File: config.mk
export PLATFORM = sky130hd
export DESIGN_NAME = rbm_train_sched
export DESIGN_NICKNAME = d
export VERILOG_FILES = /design/src/rtl/rbm_train_sched.sv
export SDC_FILE = /design/constraint.sdc
export NUM_CORES = 1
export LEC_CHECK = 0
export ABC_AREA = 0
export BUFFER_PORTS_ARGS = -buffer_cell sky130_fd_sc_hd__buf_2
export CORE_MARGIN = 8
export CORE_UTILIZATION = 30
export CTS_CLUSTER_SIZE = 16
export DETAILED_ROUTE_END_ITERATION = 10
export GPL_TIMING_DRIVEN = 1
export PLACE_DENSITY = 0.58
export REMOVE_ABC_BUFFERS = 1
export SLEW_MARGIN = 30
export SYNTH_ARGS = -nofsm -noshare
export SYNTH_HDL_FRONTEND = slang
export SYNTH_SLANG_ARGS = --single-unit
File: constraint.sdc
create_clock -name ACLK -period 3.1 [get_ports ACLK]
set_clock_uncertainty 0.05 [all_clocks]
set_input_delay 0 -clock ACLK [delete_from_list [all_inputs] [get_ports ACLK]]
set_output_delay 0 -clock ACLK [all_outputs]
set_load 0.005 [all_outputs]
File: src/rtl/rbm_train_sched.sv
// rbm_train_sched
// Sequences the RBM datapath through contrastive-divergence training
// (per sample: LOAD, POS, k_dim x (NEG_V, NEG_H); UPDATE after each batch)
// or a single inference pass (LOAD, POS per sample). It issues one command
// at a time and waits for the completion pulse before issuing the next.
//
// Ports
//   ACLK, ARESET        clock, synchronous active-high reset
//   start               run request, acted on at its rising edge in IDLE
//   soft_rst            synchronous abort to IDLE, clears flags and counters
//   mode_train          1 = CD-k training, 0 = inference (latched at start)
//   batch_size, n_batches, epochs, k_dim   run configuration
//   cmd_valid/cmd_op/cmd_ready             command handshake to the datapath
//   op_done             completion pulse for the accepted command
//   accum_clr           one-cycle accumulator clear before each training batch
//   busy, done, err, err_code              status (done/err sticky)
//   batch_done, epoch_done                 one-cycle progress pulses
//   sample_idx, batch_idx, epoch_idx, cd_step   current position, zero-based
module rbm_train_sched #(
    parameter int TIMEOUT = 65535
) (
    input  logic        ACLK,
    input  logic        ARESET,
    input  logic        start,
    input  logic        soft_rst,
    input  logic        mode_train,
    input  logic [15:0] batch_size,
    input  logic [15:0] n_batches,
    input  logic [15:0] epochs,
    input  logic [7:0]  k_dim,
    output logic        cmd_valid,
    output logic [2:0]  cmd_op,
    input  logic        cmd_ready,
    input  logic        op_done,
    output logic        accum_clr,
    output logic        busy,
    output logic        done,
    output logic        err,
    output logic [1:0]  err_code,
    output logic        batch_done,
    output logic        epoch_done,
    output logic [15:0] sample_idx,
    output logic [15:0] batch_idx,
    output logic [15:0] epoch_idx,
    output logic [7:0]  cd_step
);

    localparam int TW = $clog2(TIMEOUT + 1);

    localparam logic [2:0] OP_LOAD   = 3'd0;
    localparam logic [2:0] OP_POS    = 3'd1;
    localparam logic [2:0] OP_NEG_V  = 3'd2;
    localparam logic [2:0] OP_NEG_H  = 3'd3;
    localparam logic [2:0] OP_UPDATE = 3'd4;

    typedef enum logic [2:0] {
        S_IDLE, S_CHECK, S_CLR, S_ISSUE, S_WAIT, S_DONE, S_ERR
    } state_t;

    state_t        state, state_d;
    logic          start_q;
    logic          mode_q, mode_d;
    logic [2:0]    op_q, op_d;
    logic [TW-1:0] tcnt, tcnt_d;
    logic [15:0]   samp_q, samp_d, batch_q, batch_d, epoch_q, epoch_d;
    logic [7:0]    cd_q, cd_d;
    logic          done_q, done_d, err_q, err_d;
    logic [1:0]    code_q, code_d;
    logic          bdone_q, bdone_d, edone_q, edone_d;

    logic start_edge, bad_cfg;
    logic last_cd, last_samp, last_batch, last_epoch;

    assign start_edge = start & ~start_q;
    assign bad_cfg    = (batch_size == 16'd0) || (n_batches == 16'd0) ||
                        (mode_q && ((epochs == 16'd0) || (k_dim == 8'd0)));
    assign last_cd    = (cd_q    == k_dim      - 8'd1);
    assign last_samp  = (samp_q  == batch_size - 16'd1);
    assign last_batch = (batch_q == n_batches  - 16'd1);
    assign last_epoch = (epoch_q == epochs     - 16'd1);

    always_comb begin
        state_d = state;
        mode_d  = mode_q;
        op_d    = op_q;
        tcnt_d  = tcnt;
        samp_d  = samp_q;
        batch_d = batch_q;
        epoch_d = epoch_q;
        cd_d    = cd_q;
        done_d  = done_q;
        err_d   = err_q;
        code_d  = code_q;
        bdone_d = 1'b0;
        edone_d = 1'b0;

        case (state)
            S_IDLE: begin
                if (start_edge) begin
                    state_d = S_CHECK;
                    mode_d  = mode_train;
                    samp_d  = '0;
                    batch_d = '0;
                    epoch_d = '0;
                    cd_d    = '0;
                    done_d  = 1'b0;
                    err_d   = 1'b0;
                    code_d  = 2'd0;
                end
            end
            S_CHECK: begin
                op_d = OP_LOAD;
                if (bad_cfg) begin
                    state_d = S_ERR;
                    err_d   = 1'b1;
                    code_d  = 2'd1;
                end else if (mode_q) begin
                    state_d = S_CLR;
                end else begin
                    state_d = S_ISSUE;
                end
            end
            S_CLR: begin
                state_d = S_ISSUE;
                op_d    = OP_LOAD;
            end
            S_ISSUE: begin
                if (cmd_ready) begin
                    state_d = S_WAIT;
                    tcnt_d  = '0;
                end
            end
            S_WAIT: begin
                if (op_done) begin
                    state_d = S_ISSUE;
                    case (op_q)
                        OP_LOAD: op_d = OP_POS;
                        OP_POS: begin
                            if (mode_q) begin
                                op_d = OP_NEG_V;
                            end else begin
                                // Inference: POS closes the sample.
                                op_d = OP_LOAD;
                                if (last_samp) begin
                                    samp_d  = '0;
                                    bdone_d = 1'b1;
                                    if (last_batch) begin
                                        batch_d = '0;
                                        epoch_d = epoch_q + 16'd1;
                                        edone_d = 1'b1;
                                        done_d  = 1'b1;
                                        state_d = S_DONE;
                                    end else begin
                                        batch_d = batch_q + 16'd1;
                                    end
                                end else begin
                                    samp_d = samp_q + 16'd1;
                                end
                            end
                        end
                        OP_NEG_V: op_d = OP_NEG_H;
                        OP_NEG_H: begin
                            // NEG_H closes one CD step; the last step closes the sample.
                            if (last_cd) begin
                                cd_d = '0;
                                if (last_samp) begin
                                    samp_d = '0;
                                    op_d   = OP_UPDATE;
                                end else begin
                                    samp_d = samp_q + 16'd1;
                                    op_d   = OP_LOAD;
                                end
                            end else begin
                                cd_d = cd_q + 8'd1;
                                op_d = OP_NEG_V;
                            end
                        end
                        OP_UPDATE: begin
                            bdone_d = 1'b1;
                            op_d    = OP_LOAD;
                            state_d = S_CLR;
                            if (last_batch) begin
                                batch_d = '0;
                                epoch_d = epoch_q + 16'd1;
                                edone_d = 1'b1;
                                if (last_epoch) begin
                                    done_d  = 1'b1;
                                    state_d = S_DONE;
                                end
                            end else begin
                                batch_d = batch_q + 16'd1;
                            end
                        end
                        default: state_d = S_ISSUE;
                    endcase
                end else if (tcnt == TW'(TIMEOUT - 1)) begin
                    // This is the TIMEOUT-th WAIT cycle without a completion.
                    state_d = S_ERR;
                    err_d   = 1'b1;
                    code_d  = 2'd2;
                end else begin
                    tcnt_d = tcnt + TW'(1);
                end
            end
            S_DONE:  state_d = S_IDLE;
            S_ERR:   state_d = S_IDLE;
            default: state_d = S_IDLE;
        endcase

        // Abort overrides every transition, including a pending handshake.
        if (soft_rst) begin
            state_d = S_IDLE;
            tcnt_d  = '0;
            samp_d  = '0;
            batch_d = '0;
            epoch_d = '0;
            cd_d    = '0;
            done_d  = 1'b0;
            err_d   = 1'b0;
            code_d  = 2'd0;
            bdone_d = 1'b0;
            edone_d = 1'b0;
        end
    end

    always_ff @(posedge ACLK) begin
        if (ARESET) begin
            state   <= S_IDLE;
            start_q <= 1'b0;
            mode_q  <= 1'b0;
            op_q    <= OP_LOAD;
            tcnt    <= '0;
            samp_q  <= '0;
            batch_q <= '0;
            epoch_q <= '0;
            cd_q    <= '0;
            done_q  <= 1'b0;
            err_q   <= 1'b0;
            code_q  <= 2'd0;
            bdone_q <= 1'b0;
            edone_q <= 1'b0;
        end else begin
            state   <= state_d;
            start_q <= start;
            mode_q  <= mode_d;
            op_q    <= op_d;
            tcnt    <= tcnt_d;
            samp_q  <= samp_d;
            batch_q <= batch_d;
            epoch_q <= epoch_d;
            cd_q    <= cd_d;
            done_q  <= done_d;
            err_q   <= err_d;
            code_q  <= code_d;
            bdone_q <= bdone_d;
            edone_q <= edone_d;
        end
    end

    assign cmd_valid  = (state == S_ISSUE);
    assign cmd_op     = op_q;
    assign accum_clr  = (state == S_CLR);
    assign busy       = (state == S_CLR) || (state == S_ISSUE) || (state == S_WAIT);
    assign done       = done_q;
    assign err        = err_q;
    assign err_code   = code_q;
    assign batch_done = bdone_q;
    assign epoch_done = edone_q;
    assign sample_idx = samp_q;
    assign batch_idx  = batch_q;
    assign epoch_idx  = epoch_q;
    assign cd_step    = cd_q;

endmodule

== Word-level counts from Yosys, hierarchy flattened ==
Cells that the tools add are included.

* Reductions and logical operators: 28
* Multiplexer cells: 72
* Add/subtract/negate cells: 9
* Bitwise gates (word level): 4
* Eq/ne operators: 31

{| class="wikitable"
|+ Operators with widths
! cell !! number
|-
| $mux W16 || 16
|-
| $pmux W16 S2 || 7
|-
| $add A16 B1 Y16 const B || 4
|-
| $eq A16 B16 Y1 || 3
|-
| $logic_not A16 Y1 || 3
|-
| $sub A16 B1 Y16 const B || 3
|-
| $mux W3 || 13
|-
| $mux W8 || 4
|-
| $pmux W3 S5 || 2
|-
| $ne A3 B3 Y1 const B || 7
|-
| $eq A16 B16 Y1 const B || 1
|-
| $mux W1 || 16
|-
| $pmux W8 S2 || 1
|-
| $eq A3 B2 Y1 const B || 4
|-
| $ne A2 B2 Y1 const B || 6
|-
| $pmux W3 S2 || 2
|-
| $reduce_and A6 Y1 || 2
|-
| $mux W2 || 5
|-
| $reduce_and A9 Y1 || 1
|-
| $add A8 B1 Y8 const B || 1
|-
| $eq A8 B8 Y1 || 1
|-
| $logic_not A8 Y1 || 1
|-
| $pmux W1 S2 || 4
|-
| $reduce_and A4 Y1 || 2
|-
| other kinds (20) || 35
|}

* Output and inout port bits: 68
* Input port bits: 63
* Bits in registers: 86

== Longest topological paths before layout ==
* Depth after elaboration: 8
* Mapped depth: 13
* Mapped depth without buffers: 10

== Least setup slack after synthesis ==
OpenSTA, ideal clock, no wires.

* Path type: reg2reg
* From: register op_q[0], in the netlist cmd_op[0]
* To: register epoch_q[0], in the netlist epoch_idx[0]
* Slack: 0.487 ns
* Clock period less this slack: 2.613 ns
* Data required time: 2.980 ns
* Stages on the path, launching flop included: 11
* Arrival: 2.493 ns
* Cells stage by stage: dfxtp_1 > or3b_2 > a21oi_1 > o21ai_0 > nor4_2 > nand4_2 > and2_4 > buf_6 > buf_6 > or4_1 > a21oi_1

* Longest elaborated chain between the ends: 4
* Elaborated cells on any way between the ends: 9
* Those cells by class: eq/ne (5); mux (3); reduce/logical (1)

{| class="wikitable"
|+ Ends and longest elaborated chain
! what !! line !! source
|-
| start, declared || 63 || <nowiki>logic [2:0] op_q, op_d;</nowiki>
|-
| start signal, assigned || 246 || <nowiki>op_q <= op_d;</nowiki>
|-
| $eq A3 B3 Y1 / $eq A3 B1 Y1 (equally long branches) || 136 || <nowiki>case (op_q)</nowiki>
|-
| $pmux W16 S2 || 136 ||
|-
| $mux W16 || 134 || <nowiki>if (op_done) begin</nowiki>
|-
| $pmux W16 S2 || 97 || <nowiki>case (state)</nowiki>
|-
| end signal, assigned || 250 || <nowiki>epoch_q <= epoch_d;</nowiki>
|-
| end, declared || 65 || <nowiki>logic [15:0] samp_q, samp_d, batch_q, batch_d, epoch_q, epoch_d;</nowiki>
|}

Parallel ways exist; a longest one is shown, timed or not. The select of a mux whose other input is x is not followed.
A chain may end at the register's enable or synchronous reset.

== Worst setup path after layout ==
* From: register batch_q[12], in the netlist batch_idx[12]
* To: register epoch_q[8], in the netlist epoch_idx[8]

* Longest elaborated chain between the ends: 7

{| class="wikitable"
|+ Ends and longest elaborated chain
! what !! line !! source
|-
| start, declared || 65 ||
|-
| start signal, assigned || 249 || <nowiki>batch_q <= batch_d;</nowiki>
|-
| $eq A16 B16 Y1 * || 79 || <nowiki>assign last_batch = (batch_q == n_batches - 16'd1);</nowiki>
|-
| $mux W16 * || -- ||
|-
| $mux W16 (2 in a row) || -- ||
|-
| $pmux W16 S2 * || -- ||
|-
| $mux W16 * || -- ||
|-
| $pmux W16 S2 * || -- ||
|}

Mark *: on every way between the ends. The rest lies on a longest branch, timed or not. The select of a mux whose other input is x is not followed.

==> results.md <==
Placed design:
- The pre-CTS worst setup slack is 0.08136 ns.
- The HPWL after detailed placement is 16,220 µm.
- Port buffering added 130 buffers.
- The placed instance count is around 1.3k.
- The congestion estimate from routability-driven global placement came to around 0.9.

Logic synthesis:
- The sequential cell area fraction in the yosys report is about a quarter.
- Among all flip-flop cells after synthesis, the most frequent one is sky130_fd_sc_hd__dfxtp_1.
- The Yosys step of the flow raised 0 warnings.
- A synthesized cell averages approximately 7.6 µm².
- Of all flip-flops after synthesis, the portion carrying an async set or reset was 0%.
- The count of cell types in the netlist is just over 70.
- Counting flops with a built-in enable in the synthesized netlist gives 0.
- The cell area after synthesis is 0.006444 mm².
- In this run, synthesis produced a sequential element count of between 80 and 90.
- Synthesis handed over a netlist of 844 instances.

Finish:
- The commonest non-fill, non-tap cell in the layout is sky130_fd_sc_hd__buf_2.
- The post-synthesis to final-layout area growth is 23.51%.
- The finished layout holds about 1.3k standard cells, fillers aside.
- In the final layout, flip-flops and latches occupy approximately 0.0017 mm².
- In the final layout, the share of cells above drive strength 1 is between 20% and 30%.
- The number of antenna cells inserted is 0.
- The number of nets in the layout is ~1.1k.
- Counting the fill cells in the layout gives between 2k and 2.5k.
- The top cell types in the final layout, fill and taps aside, are sky130_fd_sc_hd__buf_2, sky130_fd_sc_hd__dfxtp_1, sky130_fd_sc_hd__nor2_1.
- The multi-input combinational cells in the finished layout cover a total of about 0.0045 mm².

CTS:
- The post-CTS setup-driven buffer insertion count is 0.
- The later-pin clock latency in the skew report is approximately 0.35 ns.
- The number of sinks driven by the clock tree is 86.
- Clock tree synthesis selected as its root buffer the cell sky130_fd_sc_hd__clkbuf_16.
- TritonCTS built the clock tree.
- Clock-pin slew was measured on the worst setup and hold paths at 0.07 ns.
- The maximum clock insertion buffer count is 2.
- Post-CTS repair changed the size of 0 cells.
- The clock buffer count from CTS is 9.
- The quantity of hold-fixing buffers added after cts is 7.
- The H-tree was split into 3 levels.

Pwr:
- The sequential share of power is 43.6%.
- The leakage power summed over all cells is ~0.0031 µW.
- The share of total power dissipated in the clock network is between 40% and 50%.
- Cell internal power was estimated by the tool at about 1900 µW.
- The maximum VDD drop is 0.0002816 V.
- The areal power density over the cells is ~320 mW/mm².
- Of the total power, combinational logic draws between 10% and 20%.
- Summed over all nets, the switching power comes to between 600 and 700 µW.
- Power comes to ~2600 µW.
- In this run switching power makes up 26.84% of total power.

GRT:
- The number of global-route vias before repair came to 6,587.
- The initial antenna violation count is 1.
- The total global routing track utilization is ~16%.
- The remaining global-route overflow is 0.
- The wire length of the first global-routing pass is between 30,000 and 40,000 µm.
- Entering global routing, the biggest net connects 36 pins.

Timing:
- Setup violations remaining at the end of the flow were counted as 0.
- Across all hold checks on the routed design, the worst slack comes to approximately 0.098 ns.
- The worst path uses between 90 and 100% of the clock period.
- The final count of hold timing violations came to 0.
- The final-report max-slew violation count came to 0.
- Setup total negative slack on the finished layout was measured at 0 ns.
- The setup slack after layout is 0.2567 ns.
- Timing would allow up to roughly 350 MHz.
- Setup repair after global routing left no endpoint under its margin.
- The relative slew slack is a little under half.
- For the pin with the worst max-slew slack, the measured transition is roughly 0.77 ns.
- The minimum period implied by the final worst setup slack is roughly 2.8 ns.

Setup path:
- Traced cell by cell, the critical path runs through xnor2_1 -> or4b_1 -> nand3_1 -> o2111ai_1 -> nor4_4 -> nor2_2 -> nor4_1 -> mux2i_1.
- Among all stages on the critical path, the largest delay is contributed by sky130_fd_sc_hd__or4b_1.
- Along the worst path, the maximum fanout reaches 16.
- The signal arrival time at the worst endpoint is between 3 and 4 ns.
- The buffering stage count on the worst path with inverters included is 0.
- The kind of cell adding the most delay to the critical path is simple AND/OR/NAND/NOR gates.
- STA classifies the critical path startpoint as a flop.
- The worst setup path is of the flop to flop kind.
- The highest cell delay on the worst timing path is slightly above 0.5 ns.
- The endpoint kind of the worst setup timing path is a flop.
- Data on the critical path is required at its endpoint by around 3.3 ns.

Floorplan:
- The die covers 0.02642 mm².
- The initial core utilization is a little over 30%.
- The die is roughly 160 µm tall.
- The width of the die is between 150 and 200 µm.
- The count of boundary I/O pins is around 130.
- The floorplan core area is ~0.021 mm².
- In this run the core area contains between 50 and 60 standard-cell rows.

Drt:
- The count of TritonRoute iterations in the first routing pass is 5.
- The average via count per standard cell is roughly 5.4.
- In this run the remaining antenna-violating nets after routing total 0.
- The post-detailed-route wirelength per cell is around 16 µm.
- The final route contains between 6k and 7k vias.
- For this run, design rule violations remaining after detail routing come to 0.
- The final routed wirelength across all metal layers is 20,770 µm.
- For this block, the initial DRC count from the detailed router was between 400 and 500.

Status:
- The run finished with clean final reports.

Worst hold path:
- The class of the most critical hold timing path is input pin to flop.

Job:
- The number of maximum-capacitance constraint violations is 0.
## tightest hold or removal path, stage by stage
cell	delay (ns)
sky130_fd_sc_hd__buf_2	0.10
sky130_fd_sc_hd__nor2_1	0.05
sky130_fd_sc_hd__buf_4	0.17
sky130_fd_sc_hd__o221a_2	0.13
## cells in the mapped netlist (all sizes together), types with 5 or more instances
master,instances,area [µm²]
buf,8,51.29
nand3b,7,52.55
or4,15,116.4
o311ai,10,87.59
nand2,70,262.8
o31ai,8,60.06
mux2i,11,110.1
nand3,44,220.2
dfxtp,86,1722
nor2,81,306.6
clkbuf,26,97.59
a21oi,46,230.2
nand4b,8,70.07
and2,11,71.32
xnor2,53,464.2
ha,11,137.6
o21ai,37,185.2
nand4,37,237.7
a21o,6,45.04
xor2,41,359.1
nor3b,12,90.09
nor4,19,173.9
or3,18,112.6
o211ai,8,60.06
or4b,5,50.05
nor3,29,145.1
nand2b,25,156.4
inv,30,112.6
or2,7,43.79
and3,15,93.84
nor2b,6,37.54
## path summary, 6_finish.rpt
check	from	end	slack [ns]	depth (start not counted)
max reg2reg	batch_idx[12]	epoch_idx[8]	0.26	8
min	soft_rst	state[1]	0.1	4
max	batch_idx[12]	epoch_idx[8]	0.26	8
min reg2reg	err_code[0]	err_code[0]	0.43	2
## cell type report
| cell class | count | area share (%) |
|---|---|---|
| Inverter | 30 | 1.415 |
| Tap cell | 275 | 4.323 |
| Clock buffer | 11 | 2.924 |
| Sequential cell | 86 | 21.63 |
| Clock inverter | 5 | 0.7389 |
| Timing Repair Buffer | 178 | 12.92 |
| Multi-Input combinational cell | 694 | 56.04 |
## power by group through the flow
stage / registers (µW) / logic (µW) / clock network (µW)
floorplan: 1140 / 182 / 0
global placement: 1140 / 330 / 0
detailed placement: 1140 / 332 / 0
CTS: 1110 / 340 / 1130
global route: 1110 / 379 / 1160
finish: 1110 / 343 / 1100
## routing by layer
layer | wire (µm) | GRT usage, % | share of wire (%)
met4 | 641 | 7.423 | 3.1
met1 | 9708 | 20.55 | 47
met2 | 9234 | 24.00 | 44
met3 | 1173 | 2.705 | 5.6
met5 | 8 | 0 | 0.039
## sequential cells by signal, indices dropped and copies added, names as in the netlist, 2 cells and up
register	flops
sample_idx	16
cmd_op	3
epoch_idx	16
err_code	2
tcnt	16
state	3
cd_step	8
batch_idx	16
## metrics by stage
stage / instance area, µm² / utilization [%]
2_1_floorplan: 6295 / -
3_3_place_gp: 7597 / 36.14
3_5_place_dp: 7597 / 36.14
4_1_cts: 7959 / 37.86
5_1_grt: 7959 / 37.86
6_report: 7959 / 37.86
## cells by family after synthesis
| family | share of synthesized area [%] |
|---|---|
| mux | 1.709 |
| flops | 26.72 |
| compound gates | 16.29 |
| buf+inv | 4.058 |
| xor+xnor | 12.78 |
| simple gates | 36.31 |
| fa+ha+maj | 2.136 |
Note: power is estimated with default switching activity, not from simulation.
